**config.mk**
```make
export PLATFORM = sky130hd
export DESIGN_NAME = popcount_acc_array
export DESIGN_NICKNAME = d
export VERILOG_FILES = /design/src/rtl/popcount_acc_array_pkg.sv /design/src/rtl/popcount_acc_array_acc_lane.sv /design/src/rtl/popcount_acc_array.sv
export SDC_FILE = /design/constraint.sdc
export NUM_CORES = 1
export LEC_CHECK = 0
export ABC_CLOCK_PERIOD_IN_PS = 4200
export BUFFER_PORTS_ARGS = -buffer_cell sky130_fd_sc_hd__buf_2
export CORE_MARGIN = 3
export CORE_UTILIZATION = 53
export DETAILED_ROUTE_END_ITERATION = 12
export GPL_TIMING_DRIVEN = 0
export PLACE_DENSITY = 0.77
export SKIP_CTS_REPAIR_TIMING = 1
export SYNTH_ARGS = -nofsm -noshare
export SYNTH_HDL_FRONTEND = slang
export SYNTH_HIERARCHICAL = 1
export SYNTH_SLANG_ARGS = --single-unit
```
**constraint.sdc**
```tcl
create_clock -name clk -period 4.2 [get_ports clk]
set_clock_uncertainty 0.15 [all_clocks]
set_input_delay 0.21 -clock clk [delete_from_list [all_inputs] [get_ports clk]]
set_output_delay 0.21 -clock clk [all_outputs]
set_load 0.1 [all_outputs]
```
**src/rtl/popcount_acc_array_pkg.sv**
```systemverilog
// Shared types and default sizing for the popcount accumulator array.
package popcount_acc_array_pkg;

  typedef enum logic {
    ACC  = 1'b0,
    HOLD = 1'b1
  } state_t;

  localparam int DEF_NUM_CH = 4;
  localparam int DEF_IN_W   = 16;
  localparam int DEF_ACC_W  = 24;
  localparam int DEF_LEN_W  = 16;

endpackage

```
**src/rtl/popcount_acc_array_acc_lane.sv**
```systemverilog
// One channel: load/add of a signed popcount with sticky overflow; one-cycle update, no backpressure of its own.
// POPCOUNT_ACC_SAT_EN selects clamping on overflow, otherwise the sum wraps.
module acc_lane
  import popcount_acc_array_pkg::*;
#(
  parameter int IN_W  = DEF_IN_W,
  parameter int ACC_W = DEF_ACC_W
) (
  input  logic             clk,
  input  logic             rst,
  input  logic             load,
  input  logic             add,
  input  logic [IN_W-1:0]  din,
  output logic [ACC_W-1:0] acc,
  output logic             ovf
);

  logic signed [IN_W-1:0] din_s;
  logic signed [ACC_W:0]  din_x;
  logic signed [ACC_W:0]  acc_x;
  logic signed [ACC_W:0]  sum;
  logic                   ovf_add;
  logic [ACC_W-1:0]       add_res;

  assign din_s = din;
  assign din_x = (ACC_W+1)'(din_s);
  assign acc_x = (ACC_W+1)'($signed(acc));

  // One guard bit: the two top bits disagree exactly when the ACC_W result is out of range.
  assign sum     = acc_x + din_x;
  assign ovf_add = sum[ACC_W] ^ sum[ACC_W-1];

  always_comb begin
    add_res = sum[ACC_W-1:0];
`ifdef POPCOUNT_ACC_SAT_EN
    if (ovf_add) begin
      add_res = sum[ACC_W] ? {1'b1, {(ACC_W-1){1'b0}}} : {1'b0, {(ACC_W-1){1'b1}}};
    end
`endif
  end

  always_ff @(posedge clk or posedge rst) begin
    if (rst) begin
      acc <= '0;
      ovf <= 1'b0;
    end else if (load) begin
      acc <= din_x[ACC_W-1:0];
      ovf <= 1'b0;
    end else if (add) begin
      acc <= add_res;
      ovf <= ovf | ovf_add;
    end
  end

endmodule

```
**src/rtl/popcount_acc_array.sv**
```systemverilog
// Per-channel frame accumulator: result valid 1 cycle after the last beat; in_ready drops while a result is held.
// Build option POPCOUNT_ACC_SAT_EN: saturate channel sums instead of wrapping.
module popcount_acc_array
  import popcount_acc_array_pkg::*;
#(
  parameter int NUM_CH = DEF_NUM_CH,
  parameter int IN_W   = DEF_IN_W,
  parameter int ACC_W  = DEF_ACC_W,
  parameter int LEN_W  = DEF_LEN_W
) (
  input  logic                    clk,
  input  logic                    rst,
  input  logic                    in_valid,
  output logic                    in_ready,
  input  logic [NUM_CH*IN_W-1:0]  in_data,
  input  logic [LEN_W-1:0]        frame_len,
  output logic                    out_valid,
  input  logic                    out_ready,
  output logic [NUM_CH*ACC_W-1:0] out_data,
  output logic [NUM_CH-1:0]       out_ovf
);

  state_t           state;
  logic [LEN_W-1:0] beat_cnt;
  logic [LEN_W-1:0] len_q;
  logic [LEN_W-1:0] len_eff;
  logic             hs;
  logic             first;
  logic             last;

  assign hs    = in_valid & in_ready;
  assign first = (beat_cnt == '0);

  // Length is taken live on beat 0 (zero means one beat), then frozen for the frame.
  always_comb begin
    len_eff = len_q;
    if (first) begin
      len_eff = (frame_len == '0) ? LEN_W'(1) : frame_len;
    end
  end

  assign last = (beat_cnt == len_eff - LEN_W'(1));

  always_ff @(posedge clk or posedge rst) begin
    if (rst) begin
      state     <= ACC;
      beat_cnt  <= '0;
      len_q     <= LEN_W'(1);
      in_ready  <= 1'b1;
      out_valid <= 1'b0;
    end else begin
      case (state)
        ACC: begin
          if (hs) begin
            if (first) len_q <= len_eff;
            if (last) begin
              state     <= HOLD;
              beat_cnt  <= '0;
              in_ready  <= 1'b0;
              out_valid <= 1'b1;
            end else begin
              beat_cnt <= beat_cnt + LEN_W'(1);
            end
          end
        end
        HOLD: begin
          // Release only; the next beat is taken no earlier than the following edge.
          if (out_ready) begin
            state     <= ACC;
            in_ready  <= 1'b1;
            out_valid <= 1'b0;
          end
        end
        default: state <= ACC;
      endcase
    end
  end

  for (genvar c = 0; c < NUM_CH; c++) begin : g_lane
    acc_lane #(
      .IN_W  (IN_W),
      .ACC_W (ACC_W)
    ) u_lane (
      .clk  (clk),
      .rst  (rst),
      .load (hs & first),
      .add  (hs & ~first),
      .din  (in_data[c*IN_W +: IN_W]),
      .acc  (out_data[c*ACC_W +: ACC_W]),
      .ovf  (out_ovf[c])
    );
  end

endmodule
```
==> impl_metrics.ini <==
[worst_setup_path]
end_kind = register
path_class = register to register
worstPathCellList = inv_4 -> ha_1 -> nor4b_4 -> nand4_4 -> buf_12 -> mux2i_2 -> ha_2 -> buf_4 -> nand2b_1 -> nor2_1 -> xor2_1 -> or4_1 -> nand3_1 -> nand4_1 -> nor4_4 -> and2_4 -> buf_8 -> clkbuf_16 -> nor2_1
cp_common_cell = nor2_1
startpoint_type = register
cp_data_arrival_time_ns = 4.25
cpPeakStageDelay_ns = 0.44
cp.required_ns = 4.35
critPathMaxFanout = 6
reg2reg_depth = 19
worstReg2RegEnd = beat_cnt[15]
rr_startpoint = beat_cnt[0]
crit_path_top_delay_cell = dfrtp_2
cp-startpoint = beat_cnt[0]
ff2ff_setup_slack_ns = 0.10

[power]
ir_drop_uv = 200.1
power_frac_comb_pct = 11.6
swShare_pct = 26.85
seqPwrFrac_pct = 41.2
power_per_cell_area_nw_per_um2 = 205.3
p_int_mw = 2.308
clkPwrFrac_pct = 47.2
switching_power_mw = 0.8473
p_leak_nw = 7.333

[cts]
cts_sinks = 135
cts_root_buf = clkbuf_16
cts_htree_levels = 4
clockBufferDepth = 2
clk_pin_slew_ns = 0.07
cts_tree = done
clk_latency_ns = 0.42
cts_buffers = 17

[synth]
synth_edf_count = 0
synthCells = 1467
yosys.area.top_type = dfrtp_1
ys.flop_type = dfrtp_1
seq_area_frac_synth_pct = 27.24
ys_ff_latch = 135
syn-cell-area_um2 = 12410
synth_nets = 1654
synthArstFlopShare_pct = 100.0
ys_types = 93
avgSynthCellArea_um2 = 8.462
synthTopCellsByArea = dfrtp_1, ha_1, a21oi_1, xnor2_1, o21ai_0
synth_top_area_share_pct = 26.81
ys_warn_count = 6

[placed_design]
io_buffer_count = 184
post-place-cells = 1965
dp_hpwl_mm = 25.72
gp_congestion = 0.9187

[sta]
fmax_ghz = 0.2440
tightest_slew_ns = 1.052
finalCritPeriodShare_pct = 97.56
layout_min_cycle_time_ns = 4.098
holdWs_ns = -0.005513
setup-tns-final_ns = 0
finalSetupViolCount = 0
max_slew_margin_pct = 29.81
hold_viol_final = 1
drv_slew = 0

[worst_hold_path]
min_path_cells = 2
hold_end = len_q[6]
min_path_type = primary input to register
hold_start = frame_len[6]

[global_routing]
grt.total_usage_pct = 26.41
overflow = 0
grt_pass1_vias = 11750
antenna_found_initial = 1
grt_start_max_net_pins = 36
grt_pass1_wl_mm = 57.01

[floorplanning]
start_util_pct = 54.33
std_cell_rows = 55
die_area_um2 = 25290
ios = 186
die_w_um = 159.0
dieHeight_um = 159.0
core-area_um2 = 22850

[cells_and_area]
drive_gt1_share_pct = 19.82
stdcell_count = 2089
final_net_count = 1950
fillCellCount = 1896
diodes = 0
utilization_pct = 67.27
area_delta_synth_final_pct = 23.81

[route]
viasPerCell = 5.904
vias = 12330
drc_errors = 0
dr.pass1.iters = 5
wl_per_cell_um = 17.09
routed_wl_mm = 35.70
drt_iter0_drc = 651
antenna_left = 0

[run_status]
status = complete, but fails checks
violations = negative hold slack

[job]
maxCapViolations = 0
## worst max-delay path: cells and delay by family (launching register included)
| family | cells | cell delay [ns] |
|---|---|---|
| xor gates and xnor gates | 1 | 0.10 |
| adders and majority gates | 2 | 0.42 |
| buffers and inverters | 5 | 0.68 |
| DFF | 1 | 0.44 |
| muxes | 1 | 0.17 |
| and+or+nand+nor | 10 | 2.03 |
## kinds of logic (layout without fill, tap and decap cells)
kind of cell	after synthesis	after routing	synth area share, %
buf+inv	127	436	4.183
xor+xnor	109	109	7.691
flops	135	135	27.24
simple gates	441	441	18.49
fa+ha+maj	103	103	10.62
compound gates	491	491	26.72
mux	61	61	5.060
## cells in the final DEF, fill, tap and decap left out, drive strengths merged, types with 10 or more instances in the layout
cell	instances
a21o	44
clkbuf	68
o21ai	129
xor2	39
mux2i	47
a31oi	20
a211oi	23
nor4b	11
nor2b	25
nor2	88
buf	222
mux2	14
or3	13
xnor2	70
dfrtp	133
ha	99
a21oi	156
nand4	33
nand2	124
nor3	43
dlygate4sd3	74
o22ai	10
nand3	21
inv	62
and3	15
o211ai	15
nor4	15
a22oi	16
nand2b	21
o21a	16
## stage by stage
step | total power, mW | cell area (µm²) | setup WS (ns)
after floorplan | 1.523 | 12410 | 0.01326
after global placement | 1.626 | 13730 | -0.6941
after detailed placement | 1.632 | 13740 | -0.7415
after CTS | 3.129 | 14320 | -0.7866
after global routing | 3.277 | 15370 | -0.09615
final | 3.156 | 15370 | 0.1024
## sequential cells by signal, indices dropped and copies added, names as in the netlist
register / count
out_valid: 1
beat_cnt: 16
g_lane.u_lane/ovf: 4
len_q: 16
state: 1
in_ready: 1
g_lane.u_lane/acc: 96
## metal layers
| metal | global-route usage [%] | up-vias | part of all wire [%] |
|---|---|---|---|
| li1 | - | 6025 | - |
| met1 | 34.19 | 5889 | 44 |
| met2 | 45.84 | 369 | 49 |
| met3 | 4.240 | 48 | 4.8 |
| met4 | 7.362 | 2 | 1.7 |
| met5 | 0 | - | 0.020 |
## synth_stat cells (6+ instances only)
cell type / number
buf_2: 16
o21bai_1: 6
nor3_1: 39
or4_1: 7
nand2_1: 124
o211ai_1: 12
nor2_1: 85
o221ai_1: 6
xnor2_1: 70
nand4_1: 32
mux2i_1: 47
o21ai_1: 30
a21oi_1: 150
clkbuf_1: 44
mux2_2: 14
a22oi_1: 16
dfrtp_1: 133
a31oi_1: 17
nor4_1: 12
nor4b_1: 9
inv_1: 58
nand3_1: 21
nand2b_1: 21
a21o_1: 44
xor2_1: 39
o22ai_1: 8
nor3b_1: 6
o21a_1: 16
o21ai_0: 95
a211oi_1: 16
nor2b_1: 25
or3_1: 13
ha_1: 99
and3_1: 15
a211oi_2: 6
## worst max path at each step
| stage | cells past startpoint | to | slack (ns) |
|---|---|---|---|
| floorplan | 19 | beat_cnt[8] | 0.01 |
| global placement | 19 | beat_cnt[11] | -0.69 |
| detailed placement | 19 | beat_cnt[11] | -0.74 |
| CTS | 19 | beat_cnt[11] | -0.79 |
| global route | 19 | beat_cnt[15] | -0.1 |
| finish | 19 | beat_cnt[15] | 0.10 |
## final cells by class
type                       count  area, µm²  share of cell area, %
multi-input combinational   1205       8622                  56.10
buffer                        67      320.3                  2.084
timing repair buffer         278       1854                  12.07
tap                          313      391.6                  2.548
inverter                      59      224.0                  1.457
sequential                   135       3382                  22.01
clock buffer                  19      452.9                  2.947
clock inverter                13      121.4                 0.7897
## power by group through the flow
stage               sequential (mW)  clock (mW)  combinational (mW)
floorplan                      1.32           0               0.198
global placement               1.32           0               0.302
detailed placement             1.32           0               0.308
CTS                            1.30        1.52               0.310
global route                   1.30        1.57               0.407
finish                         1.30        1.49               0.367
(Power assumes the default switching activity.)
